**src/rtl/ex_muldiv_ctrl.sv**
```systemverilog
// ex_muldiv_ctrl: RV32M multiply/divide sequencer for the EX stage.
// Runs a shift-add multiplier or a restoring divider one bit per cycle on
// operand magnitudes, then applies the sign fix-up. It raises a stall to the
// hazard unit while iterating. Divide-by-zero and signed overflow resolve at
// accept without iterating.
//
// Optional build macro: MULDIV_FAST_MUL_EN
//   defined   - MUL* ops complete combinationally in the accept cycle (no stall)
//   undefined - MUL* ops iterate like divides
//
// Ports:
//   clk, rst        clock, synchronous active-high reset
//   ID_EX_mdValid   EX-stage instruction is an M-extension op
//   ID_EX_mdOp      funct3 of the M op
//   rs1Val, rs2Val  forwarded operands, sampled only in the accept cycle
//   mdFlush         kill the in-flight op
//   mdStall         stall request to the hazard unit (combinational)
//   mdDone          mdResult valid, instruction advances this cycle
//   mdResult        rd write value
module ex_muldiv_ctrl #(
  parameter int unsigned XLEN = 32
) (
  input  logic            clk,
  input  logic            rst,
  input  logic            ID_EX_mdValid,
  input  logic [2:0]      ID_EX_mdOp,
  input  logic [XLEN-1:0] rs1Val,
  input  logic [XLEN-1:0] rs2Val,
  input  logic            mdFlush,
  output logic            mdStall,
  output logic            mdDone,
  output logic [XLEN-1:0] mdResult
);

  localparam int unsigned CNT_W = $clog2(XLEN);
  localparam int unsigned ACC_W = 2 * XLEN;
  localparam logic [XLEN-1:0] INT_MIN = {1'b1, {(XLEN-1){1'b0}}};

  typedef enum logic [1:0] {
    ST_IDLE = 2'd0,
    ST_MUL  = 2'd1,
    ST_DIV  = 2'd2,
    ST_DONE = 2'd3
  } state_e;

  state_e            state_q, state_d;
  logic [CNT_W-1:0]  cnt_q, cnt_d;
  logic [ACC_W-1:0]  acc_q, acc_d;      // mul: {partial hi, multiplier}; div: {remainder, dividend/quotient}
  logic [XLEN-1:0]   opd_q, opd_d;      // multiplicand or divisor magnitude
  logic              neg_q, neg_d;      // negate final result
  logic              sel_q, sel_d;      // mul: take high half; div: take remainder
  logic [XLEN-1:0]   result_q, result_d;

  // Operand decode at accept
  logic            accept_c;
  logic            a_signed_c, b_signed_c, a_neg_c, b_neg_c;
  logic [XLEN-1:0] a_mag_c, b_mag_c;
  logic            div_zero_c, div_ovf_c;
  logic [XLEN-1:0] special_res_c;
  logic            fast_hit_c;

  always_comb begin
    accept_c   = (state_q == ST_IDLE) && ID_EX_mdValid && !mdFlush;
    a_signed_c = ID_EX_mdOp[2] ? !ID_EX_mdOp[0]
                               : (ID_EX_mdOp[1:0] == 2'b01) || (ID_EX_mdOp[1:0] == 2'b10);
    b_signed_c = ID_EX_mdOp[2] ? !ID_EX_mdOp[0] : (ID_EX_mdOp[1:0] == 2'b01);
    a_neg_c    = a_signed_c && rs1Val[XLEN-1];
    b_neg_c    = b_signed_c && rs2Val[XLEN-1];
    a_mag_c    = a_neg_c ? XLEN'(-rs1Val) : rs1Val;
    b_mag_c    = b_neg_c ? XLEN'(-rs2Val) : rs2Val;
    div_zero_c = (rs2Val == '0);
    div_ovf_c  = !ID_EX_mdOp[0] && (rs1Val == INT_MIN) && (rs2Val == '1);
    // x/0: quotient all-ones, remainder = dividend; MIN/-1: quotient MIN, remainder 0
    if (div_zero_c) special_res_c = ID_EX_mdOp[1] ? rs1Val : '1;
    else            special_res_c = ID_EX_mdOp[1] ? '0 : INT_MIN;
  end

`ifdef MULDIV_FAST_MUL_EN
  // Single-cycle product on sign-extended operands; truncation keeps it exact
  logic [ACC_W-1:0] fast_a_c, fast_b_c, fast_prod_c;
  logic [XLEN-1:0]  fast_res_c;

  always_comb begin
    fast_a_c    = {{XLEN{a_neg_c}}, rs1Val};
    fast_b_c    = {{XLEN{b_neg_c}}, rs2Val};
    fast_prod_c = fast_a_c * fast_b_c;
    fast_res_c  = (ID_EX_mdOp[1:0] == 2'b00) ? fast_prod_c[XLEN-1:0] : fast_prod_c[ACC_W-1:XLEN];
    fast_hit_c  = !rst && accept_c && !ID_EX_mdOp[2];
  end
`else
  // One shift-add step: conditionally add multiplicand into the high half, shift right
  logic [XLEN:0]    mul_sum_c;
  logic [ACC_W-1:0] mul_next_c, mul_fix_c;
  logic [XLEN-1:0]  mul_res_c;

  always_comb begin
    fast_hit_c = 1'b0;
    mul_sum_c  = {1'b0, acc_q[ACC_W-1:XLEN]} + (acc_q[0] ? {1'b0, opd_q} : {(XLEN+1){1'b0}});
    mul_next_c = {mul_sum_c, acc_q[XLEN-1:1]};
    mul_fix_c  = neg_q ? ACC_W'(-mul_next_c) : mul_next_c;
    mul_res_c  = sel_q ? mul_fix_c[ACC_W-1:XLEN] : mul_fix_c[XLEN-1:0];
  end
`endif

  // One restoring-divide step: shift in the next dividend bit, trial-subtract
  logic [XLEN:0]    div_shift_c;
  logic [XLEN+1:0]  div_diff_c;
  logic             div_ge_c;
  logic [XLEN-1:0]  div_rem_c, div_quo_c, div_res_c;
  logic [ACC_W-1:0] div_next_c;

  always_comb begin
    div_shift_c = {acc_q[ACC_W-1:XLEN], acc_q[XLEN-1]};
    div_diff_c  = {1'b0, div_shift_c} - {2'b00, opd_q};
    div_ge_c    = !div_diff_c[XLEN+1];
    div_rem_c   = div_ge_c ? div_diff_c[XLEN-1:0] : div_shift_c[XLEN-1:0];
    div_next_c  = {div_rem_c, acc_q[XLEN-2:0], div_ge_c};
    div_quo_c   = div_next_c[XLEN-1:0];
    if (sel_q) div_res_c = neg_q ? XLEN'(-div_rem_c) : div_rem_c;
    else       div_res_c = neg_q ? XLEN'(-div_quo_c) : div_quo_c;
  end

  // Next-state and datapath control
  always_comb begin
    state_d  = state_q;
    cnt_d    = cnt_q;
    acc_d    = acc_q;
    opd_d    = opd_q;
    neg_d    = neg_q;
    sel_d    = sel_q;
    result_d = result_q;

    if (mdFlush) begin
      state_d = ST_IDLE;
    end else begin
      case (state_q)
        ST_IDLE: begin
          if (ID_EX_mdValid) begin
            cnt_d = CNT_W'(XLEN - 1);
            if (ID_EX_mdOp[2]) begin
              opd_d = b_mag_c;
              acc_d = {{XLEN{1'b0}}, a_mag_c};
              sel_d = ID_EX_mdOp[1];
              // remainder follows the dividend sign; quotient the sign product
              neg_d = ID_EX_mdOp[1] ? a_neg_c : (a_neg_c ^ b_neg_c);
              if (div_zero_c || div_ovf_c) begin
                state_d  = ST_DONE;
                result_d = special_res_c;
              end else begin
                state_d = ST_DIV;
              end
            end else begin
`ifdef MULDIV_FAST_MUL_EN
              result_d = fast_res_c;
`else
              opd_d   = a_mag_c;
              acc_d   = {{XLEN{1'b0}}, b_mag_c};
              sel_d   = (ID_EX_mdOp[1:0] != 2'b00);
              neg_d   = a_neg_c ^ b_neg_c;
              state_d = ST_MUL;
`endif
            end
          end
        end
`ifndef MULDIV_FAST_MUL_EN
        ST_MUL: begin
          acc_d = mul_next_c;
          if (cnt_q == '0) begin
            state_d  = ST_DONE;
            result_d = mul_res_c;
          end else begin
            cnt_d = CNT_W'(cnt_q - 1'b1);
          end
        end
`endif
        ST_DIV: begin
          acc_d = div_next_c;
          if (cnt_q == '0) begin
            state_d  = ST_DONE;
            result_d = div_res_c;
          end else begin
            cnt_d = CNT_W'(cnt_q - 1'b1);
          end
        end
        // retiring instruction still shows valid; never restart it here
        ST_DONE: state_d = ST_IDLE;
        default: state_d = ST_IDLE;
      endcase
    end
  end

  always_ff @(posedge clk) begin
    if (rst) begin
      state_q  <= ST_IDLE;
      cnt_q    <= '0;
      acc_q    <= '0;
      opd_q    <= '0;
      neg_q    <= 1'b0;
      sel_q    <= 1'b0;
      result_q <= '0;
    end else begin
      state_q  <= state_d;
      cnt_q    <= cnt_d;
      acc_q    <= acc_d;
      opd_q    <= opd_d;
      neg_q    <= neg_d;
      sel_q    <= sel_d;
      result_q <= result_d;
    end
  end

  // Hazard-unit handshake
  always_comb begin
    mdStall  = !rst && !mdFlush &&
               ((accept_c && !fast_hit_c) || (state_q == ST_MUL) || (state_q == ST_DIV));
    mdDone   = !rst && !mdFlush && ((state_q == ST_DONE) || fast_hit_c);
`ifdef MULDIV_FAST_MUL_EN
    mdResult = fast_hit_c ? fast_res_c : result_q;
`else
    mdResult = result_q;
`endif
  end

endmodule
```
**config.mk**
```make
export PLATFORM = sky130hd
export DESIGN_NAME = ex_muldiv_ctrl
export DESIGN_NICKNAME = d
export VERILOG_FILES = /design/src/rtl/ex_muldiv_ctrl.sv
export SDC_FILE = /design/constraint.sdc
export NUM_CORES = 1
export LEC_CHECK = 0
export ABC_AREA = 0
export BUFFER_PORTS_ARGS = -buffer_cell sky130_fd_sc_hd__buf_2
export CAP_MARGIN = 5
export CELL_PAD_IN_SITES_DETAIL_PLACEMENT = 0
export CELL_PAD_IN_SITES_GLOBAL_PLACEMENT = 2
export CORE_ASPECT_RATIO = 1.5
export CORE_UTILIZATION = 36
export DETAILED_ROUTE_END_ITERATION = 16
export PLACE_DENSITY = 0.9
export SETUP_SLACK_MARGIN = 0.2
export SLEW_MARGIN = 20
export SYNTH_ARGS = -nofsm -noshare
export SYNTH_HDL_FRONTEND = slang
export SYNTH_SLANG_ARGS = --single-unit
```
**constraint.sdc**
```tcl
create_clock -name clk -period 6.6 [get_ports clk]
set_input_delay 1.32 -clock clk [delete_from_list [all_inputs] [get_ports clk]]
set_output_delay 1.32 -clock clk [all_outputs]
set_load 0.05 [all_outputs]
```
* Word-level counts from Yosys, hierarchy flattened
Cells that the tools add are included.
** Word-level totals
- Output and inout port bits :: 34
- Register bits after elaboration :: 137
- Input bits :: 71
** Cells by class
- Multiplexer cells :: 35
- Add/sub/neg operators :: 8
- Equality and inequality tests :: 14
- Bitwise operators :: 2
- Reductions and logical operators :: 30
** Operators by type and width (count)
- $mux 32 :: 18
- $pmux 64 s3 :: 1
- $mux 64 :: 2
- $neg 32->32 :: 4
- $pmux 32 s3 :: 1
- $eq 32x32->1 const B :: 2
- $neg 64->64 :: 1
- $sub 33x32->34 :: 1
- $add 32x32->33 :: 1
- $logic_not 32->1 :: 1
- $mux 5 :: 2
- $ne 2x2->1 const B :: 5
- $pmux 5 s2 :: 1
- $logic_and 1x1->1 :: 9
- $reduce_and 7->1 :: 1
- $eq 2x2->1 const B :: 3
- $mux 1 :: 6
- $mux 2 :: 3
- $pmux 2 s3 :: 1
- $reduce_and 3->1 :: 2
- $logic_not 5->1 :: 1
- $sub 5x1->5 const B :: 1
- $eq 2x1->1 const B :: 2
- $logic_not 1->1 :: 4
- 10 further kinds :: 16

* Longest topological paths before layout
Gate-level depths: netlist (run 1).
- Word-level depth :: 8
- Depth in mapped cells :: 21
- Mapped depth without buffers :: 16

* Worst setup path before layout (run 1)
No wires, ideal clock.
- Path type :: reg2reg
- Start :: register acc_q[31]
- End :: register result_q[28], in the netlist mdResult[28]
- Slack :: 1.685 ns
- Arrival time :: 4.788 ns
- Cell stages (with the launch flop) :: 22
- Path buffers :: 5
- Cell sequence :: dfxtp_1 > clkbuf_1 > inv_1 > ha_1 > nor2b_1 > o2111a_1 > o211a_2 > nor3_1 > o21ai_1 > buf_2 > buf_1 > clkbuf_1 > nand2_1 > o21ai_0 > ha_1 > inv_1 > or3_4 > or4_1 > buf_2 > o31a_1 > o41ai_1 > nand2_1
** Between the ends
- Word-level cells in the longest chain between the ends :: 7
- Elaborated cells between the ends (all ways) :: 14
- Those cells by class :: 4 x add/sub; 9 x mux; 1 x reduce/logical
** Ends and longest elaborated chain
- start, declared :: line 48 : logic [ACC_W-1:0] acc_q, acc_d;
- start signal, assigned :: line 196 : acc_q <= '0;
- start signal, assigned :: line 204 : acc_q <= acc_d;
- $sub 33x32->34 :: line 114 : div_diff_c = {1'b0, div_shift_c} - {2'b00, opd_q};
- $mux 32 or $logic_not 1->1 (tied branches) :: line 116, 115
- $neg 32->32, on equally long branches :: line 119, 120
- $mux 32, on equally long branches :: line 119, 120
- $mux 32 :: line 119 : if (sel_q) div_res_c = neg_q ? XLEN'(-div_rem_c) : div_rem_c;
- $mux 32 :: line 178 : if (cnt_q == '0) begin
- $pmux 32 s3 * :: line 136 : case (state_q)
- end signal, assigned :: line 208 : result_q <= result_d;
- end, declared :: line 52 : logic [XLEN-1:0] result_q, result_d;
Every way passes the cells marked *; elsewhere a longest branch is shown, timed or not. The select of a mux whose other input is x is not followed.
A chain may end at the register's enable or synchronous reset.

* Worst setup path in the final report (run 1)
- Start :: register acc_q[31]
- End :: register result_q[27], in the netlist mdResult[27]
Same word-level chain as after synthesis.

==> results.sh, run 1 <==
export IMPL_worstPathMaxFanout=11
export IMPL_maxCapViolations=0
export IMPL_avgSynthCellArea_um2=6.688
export IMPL_dr_first_iter_drc_count=1665
export IMPL_grt_pass1_vias=18870
export IMPL_grt_max_degree=73
export IMPL_die_w_um=179.6
export IMPL_setup_tns_ns=0
export IMPL_clk_latency_ns=0.47
export IMPL_p_seq_share_pct=27.0
export IMPL_crit_arrival_ns=5.78
export IMPL_hpwl_mm=57.59
export IMPL_critPathCaptureType="flop"
export IMPL_drc=2
export IMPL_layout_commonest_cell="nand2_1"
export IMPL_outcome="finished with violations"
export IMPL_cts_tree="built"
export IMPL_report_power_total_w=0.003520
export IMPL_grt_pass1_wl_mm=112.9
export IMPL_ys_async_sr_fraction_pct=0
export IMPL_hold_ws_ns=0.4541
export IMPL_powerDensity_mw_per_mm2=189.8
export IMPL_timing_worst_slew_pin_value_ns=1.068
export IMPL_wire_per_inst_um=23.80
export IMPL_max_freq_mhz=183.6
export IMPL_rows=97
export IMPL_min_period_ns=5.448
export IMPL_ys_ff_latch=137
export IMPL_viasPerCell=6.269
export IMPL_path_common_cell="o21ai_0"
export IMPL_cts_buffers=17
export IMPL_grt_usage_pct=30.52
export IMPL_cts_setup_buffers=0
export IMPL_antenna_found_initial=2
export IMPL_intPower_w=0.001965
export IMPL_grt_setup_unrepaired="false"
export IMPL_critical_path_class="reg -> reg"
export IMPL_ys_seq_area_share_pct=16.11
export IMPL_yosys_top_cells_area="dfxtp_1 (16%), nand2_1 (7.2%), nor2_1 (6.0%)"
export IMPL_cts_hold_buf=0
export IMPL_critPathSlowestCell="nor4_1"
export IMPL_reg2reg_from="acc_q[31]$_SDFFE_PP0P_"
export IMPL_numPortBuffers=104
export IMPL_ant_nets=0
export IMPL_hp_start="opd_q[9]$_SDFFE_PP0P_"
export IMPL_synth_flop_cell="dfxtp_1"
export IMPL_yosys_area_top_type="dfxtp_1"
export IMPL_io_pins=105
export IMPL_synth_distinct_cells=97
export IMPL_dr_pass1_iters=11
export IMPL_ir_worst_vdd_uv=197.5
export IMPL_switchingPower_w=0.001555
export IMPL_synth_top_area_share_pct=16.11
export IMPL_nNetsFinal=2672
export IMPL_synth_nets=2698
export IMPL_synth_warnings=0
export IMPL_dieArea_mm2=0.04819
export IMPL_worstSetupStartpoint="acc_q[31]$_SDFFE_PP0P_"
export IMPL_cts_max_level=4
export IMPL_layout_common_cells="nand2_1 (325), nor2_1 (269), a21oi_1 (200)"
export IMPL_core_mm2=0.04673
export IMPL_synth_edff_count=0
export IMPL_cts_max_path_buffers=2
export IMPL_die_h_um=268.4
export IMPL_layout_worst_path_cycle_share_pct=82.54
export IMPL_root_buffer="clkbuf_16"
export IMPL_p_sw_share_pct=44.17
export IMPL_place_congestion=0.9685
export IMPL_cts_resized=0
export IMPL_area_delta_synth_final_pct=8.906
export IMPL_syn_cell_area_mm2=0.01703
export IMPL_finalHoldViolCount=0
export IMPL_synthCells=2546
export IMPL_cts_sinks=137
export IMPL_violations="design-rule violations"
export IMPL_crit_required_ns=6.93
export IMPL_path_cells="inv_1 -> ha_1 -> fa_1 -> nand2b_2 -> a211oi_4 -> o21ai_0 -> xnor2_1 -> or4_4 -> o31a_1 -> nor4_1 -> nand4_1 -> o21ai_0 -> xor2_1 -> o311ai_0"
export IMPL_max_slew_margin_rel_pct=28.51
export IMPL_p_leak_nw=7.071
export IMPL_wirelength_mm=74.52
export IMPL_clkPwrFrac_pct=30.4
export IMPL_hold_class="reg -> reg"
export IMPL_gr_total_overflow=0
export IMPL_cp_slowest_stage_delay_ns=0.74
export IMPL_drive_gt1_share_pct=9.396
export IMPL_slew_viol_final=0
export IMPL_vias=19630
export IMPL_setup_viol=0
export IMPL_power_frac_comb_pct=42.5
export IMPL_clk_pin_slew_worst_paths_ns=0.07
export IMPL_initial_core_util_pct=36.44
export IMPL_critPathLaunchType="flop"
export IMPL_skew_ns=0.009486
==> sequential cells by signal, indices dropped and copies added (netlist names) <==
name,flops
opd_q,32
neg_q,1
cnt_q,5
mdResult,32
sel_q,1
acc_q,64
state_q,2
==> per-stage QoR <==
| stage | util (%) | cells | setup WS, ns | cell area [µm²] |
|---|---|---|---|---|
| 4_1_cts | 39.67 | 3127 | 1.218 | 18530 |
| 2_1_floorplan | - | 2546 | 1.685 | 17030 |
| 6_report | 39.69 | 3131 | 1.152 | 18540 |
| 3_3_place_gp | 38.34 | 3095 | 1.153 | 17910 |
| 3_5_place_dp | 38.34 | 3095 | 1.122 | 17910 |
| 5_1_grt | 39.68 | 3129 | 0.8708 | 18540 |
==> synthesized netlist by cell type, types with 9 or more instances <==
cell	count
clkbuf_1	164
o31ai_1	34
and3_1	18
nor3_1	89
xor2_1	81
a221o_1	14
nor3b_1	9
ha_1	79
or2_2	17
nand2_1	325
a31oi_1	29
o21bai_1	9
o21a_1	23
nand2b_1	9
and2_1	22
o21ai_0	199
nor2_1	272
a21o_1	24
o21ai_1	12
a221oi_1	14
or3_1	40
nand4_1	27
inv_1	71
a21oi_1	200
mux2i_1	29
a211oi_1	70
nor2b_1	16
a211o_1	16
a22o_1	19
xnor2_1	76
nand3_1	53
o211ai_1	63
dfxtp_1	137
nor4_1	30
or4_1	19
a22oi_1	48
buf_1	16
==> routing by layer <==
metal / track usage, % / vias up / wire [µm]
met2: 52.96 / 832 / 35660
met4: 21.92 / 0 / 5256
li1: - / 9369 / -
met3: 3.009 / 187 / 4048
met1: 35.32 / 9240 / 29550
met5: 0 / - / 0
==> final cells by class <==
class | instances | area [µm²]
inverter | 76 | 285.3
tap | 594 | 743.2
clock inverter | 12 | 162.7
multi-input combinational | 2144 | 13320
timing repair buffer | 144 | 823.3
fill | 4931 | 28180
sequential | 137 | 2748
clock buffer | 20 | 456.7
antenna | 4 | 10.01
==> critical path, delay by kind of cell, from the launching register on <==
family | cells | cell delay (ns)
fa+ha+maj | 2 | 0.70
compound gates | 5 | 1.47
buf+inv | 1 | 0.13
simple gates | 4 | 1.94
flops | 1 | 0.60
xor+xnor | 2 | 0.47
==> kinds of logic after synthesis <==
group,Yosys count,synth area share [%]
AOI/OAI and AO/OA,882,34.32
xor gates and xnor gates,157,8.076
adders and majority gates,81,6.040
buffers and inverters,265,5.923
DFF,137,16.11
muxes,35,2.168
and+or+nand+nor,989,27.36
==> worst paths after layout <==
check | end | slack (ns) | cells past startpoint
min reg2reg | opd_q[9]$_SDFFE_PP0P_ | 0.45 | 2
max | mdResult[27]$_SDFFE_PP0P_ | 1.15 | 14
min | opd_q[9]$_SDFFE_PP0P_ | 0.45 | 2
max reg2reg | mdResult[27]$_SDFFE_PP0P_ | 1.15 | 14
==> power groups by stage <==
stage,Combinational (W),Clock [W],Sequential [W]
floorplan,0.00101,0,0.000917
global placement,0.00145,0,0.000966
detailed placement,0.00146,0,0.000967
CTS,0.00147,0.00108,0.000948
global route,0.00161,0.00111,0.000958
finish,0.00150,0.00107,0.000952
(Power assumes the default switching activity.)
==> run 2: changes to the inputs <==
CORE_UTILIZATION = 32   (was 36)
PLACE_DENSITY = 0.85   (was 0.9)
clock period = 4.85 ns   (was 6.6 ns; I/O delays follow)
==> results.sh, run 2 (synthesis gave the netlist of run 1 again) <==
export IMPL_outcome="finished, final reports clean"
export IMPL_grt_max_degree=83
export IMPL_critical_path_class="reg -> reg"
export IMPL_fill_cells=5762
export IMPL_place_congestion=0.9853
export IMPL_grt_usage_pct=29.95
export IMPL_wire_per_inst_um=24.59
export IMPL_clk_pin_slew_worst_paths_ns=0.07
export IMPL_p_sw_share_pct=44.18
export IMPL_gr_total_overflow=0
export IMPL_timing_worst_slew_pin_value_ns=0.9867
export IMPL_skew_ns=0.01043
export IMPL_layout_commonest_cell="nand2_1"
export IMPL_path_common_cell="buf_4"
export IMPL_crit_buf_inv=6
export IMPL_dpl_cell_area_mm2=0.01895
export IMPL_worst_slack_ns=0.2359
export IMPL_cts_tree="built"
export IMPL_numPortBuffers=104
export IMPL_grt_pass1_vias=19720
export IMPL_preCtsSetupSlack_ns=0.1690
export IMPL_crit_required_ns=5.19
export IMPL_min_period_ns=4.614
export IMPL_max_slew_margin_rel_pct=34.22
export IMPL_grt_pass1_wl_mm=122.1
export IMPL_dr_first_iter_drc_count=1532
export IMPL_setup_tns_ns=0
export IMPL_cts_hold_buf=0
export IMPL_nNetsFinal=2791
export IMPL_io_pins=105
export IMPL_cp_slowest_stage_delay_ns=0.56
export IMPL_dieArea_mm2=0.05416
export IMPL_powerDensity_mw_per_mm2=253.2
export IMPL_worstPathMaxFanout=22
export IMPL_p_seq_share_pct=25.8
export IMPL_area_delta_synth_final_pct=15.90
export IMPL_dp_cells=3300
export IMPL_critPathLaunchType="flop"
export IMPL_clkPwrFrac_pct=28.7
export IMPL_hold_class="reg -> reg"
export IMPL_antenna_found_initial=4
export IMPL_viasPerCell=6.067
export IMPL_crit_arrival_ns=4.96
export IMPL_maxCapViolations=0
export IMPL_core_mm2=0.05258
export IMPL_fin_cells=3337
export IMPL_path_cells="inv_2 -> buf_4 -> buf_8 -> nor2_1 -> ha_2 -> nand2_1 -> a211oi_1 -> buf_4 -> o21a_2 -> nor2_1 -> xnor2_1 -> buf_4 -> nor4_1 -> buf_4 -> or4b_1 -> a211oi_1 -> a2111oi_0 -> a211oi_1 -> o21ai_1"
export IMPL_setup_viol=0
export IMPL_p_leak_nw=7.697
export IMPL_slew_viol_final=0
export IMPL_rows=103
export IMPL_switchingPower_w=0.002208
export IMPL_ir_worst_vdd_uv=234.5
export IMPL_regMostFlops="acc_q"
export IMPL_drive_gt1_share_pct=14.74
export IMPL_initial_core_util_pct=32.38
export IMPL_wirelength_mm=82.07
export IMPL_die_w_um=190.3
export IMPL_layout_worst_path_cycle_share_pct=95.14
export IMPL_clk_latency_ns=0.48
export IMPL_root_buffer="clkbuf_16"
export IMPL_power_frac_comb_pct=45.6
export IMPL_largest_reg_flops=64
export IMPL_ant_nets=0
export IMPL_dr_pass1_iters=6
export IMPL_drc=0
export IMPL_final_area_mm2=0.01974
export IMPL_critPathTopFamily="compound AO/OA/AOI/OAI gates"
export IMPL_intPower_w=0.002789
export IMPL_max_freq_mhz=216.7
export IMPL_hpwl_mm=65.06
export IMPL_layout_common_cells="nand2_1 (325), nor2_1 (269), a21oi_1 (196)"
export IMPL_finalHoldViolCount=0
export IMPL_critPathSlowestCell="a211oi_1"
export IMPL_cts_buffers=17
export IMPL_cts_max_path_buffers=2
export IMPL_cts_sinks=137
export IMPL_cts_max_level=4
export IMPL_vias=20240
export IMPL_grt_setup_unrepaired="true"
export IMPL_die_h_um=284.5
export IMPL_critPathCaptureType="flop"
[run 2: changes by cell type in the layout (fill, tap and decap cells not counted), moves of 5 or more]
cell and delta:
o21ai_0 -6, ha_1 -5, buf_4 +114, ha_2 +5
[run 2: routing by layer]
layer / GRT usage, % / routed length (µm) / up-vias
met3: 2.926 / 3607 / 236
met2: 51.33 / 39490 / 815
met5: 0 / 13 / -
met1: 34.06 / 32140 / 9609
met4: 22.34 / 6824 / 2
li1: - / - / 9582
[run 2: final timing paths]
kind	depth (start not counted)	slack, ns	start	to
setup / recovery	19	0.24	acc_q[0]$_SDFFE_PP0P_	mdResult[18]$_SDFFE_PP0P_
hold reg to reg	2	0.45	opd_q[8]$_SDFFE_PP0P_	opd_q[8]$_SDFFE_PP0P_
setup reg to reg	19	0.24	acc_q[0]$_SDFFE_PP0P_	mdResult[18]$_SDFFE_PP0P_
hold / removal	2	0.45	opd_q[8]$_SDFFE_PP0P_	opd_q[8]$_SDFFE_PP0P_
[run 2: repair_timing]
action / in CTS / in global routing
endpoints found under the setup margin: 1 / 14
resized for setup: 2 / 44
endpoints found under the hold margin: 0 / 0
pin swaps: 1 / 8
buffers inserted: 0 / 2
[run 2: power by group through the flow]
stage                     sequential (W)  clock [W]  combinational, W
after floorplan                  0.00125          0           0.00138
after global placement           0.00131          0           0.00219
after detailed placement         0.00131          0           0.00220
after CTS                        0.00128    0.00144           0.00222
after global routing             0.00130    0.00149           0.00243
final                            0.00129    0.00143           0.00228
[run 2: final cells by class]
cell class | instances | area (µm²) | share of cell area (%)
inverters | 76 | 285.3 | 1.446
clock buffers | 20 | 446.7 | 2.263
repair buffers | 263 | 1774 | 8.990
clock inverters | 12 | 150.1 | 0.7608
multi-input cells | 2144 | 13470 | 68.25
flip-flops and latches | 137 | 2749 | 13.93
diodes | 3 | 7.507 | 0.03804
well taps | 682 | 853.3 | 4.324
[run 2: worst min-delay path, cell delays in order, from the launching register on]
cell	delay, ns
dfxtp_1	0.31
nand2_1	0.05
a21oi_1	0.05
[run 2: metrics by stage]
| step | utilization (%) | total power, W | hold WS [ns] |
|---|---|---|---|
| 2_1_floorplan | - | 0.002628 | 0.4319 |
| 3_3_place_gp | 36.05 | 0.003501 | 0.4348 |
| 3_5_place_dp | 36.05 | 0.003513 | 0.4392 |
| 4_1_cts | 37.19 | 0.004945 | 0.4523 |
| 5_1_grt | 37.53 | 0.005211 | 0.4699 |
| 6_report | 37.53 | 0.004997 | 0.4542 |
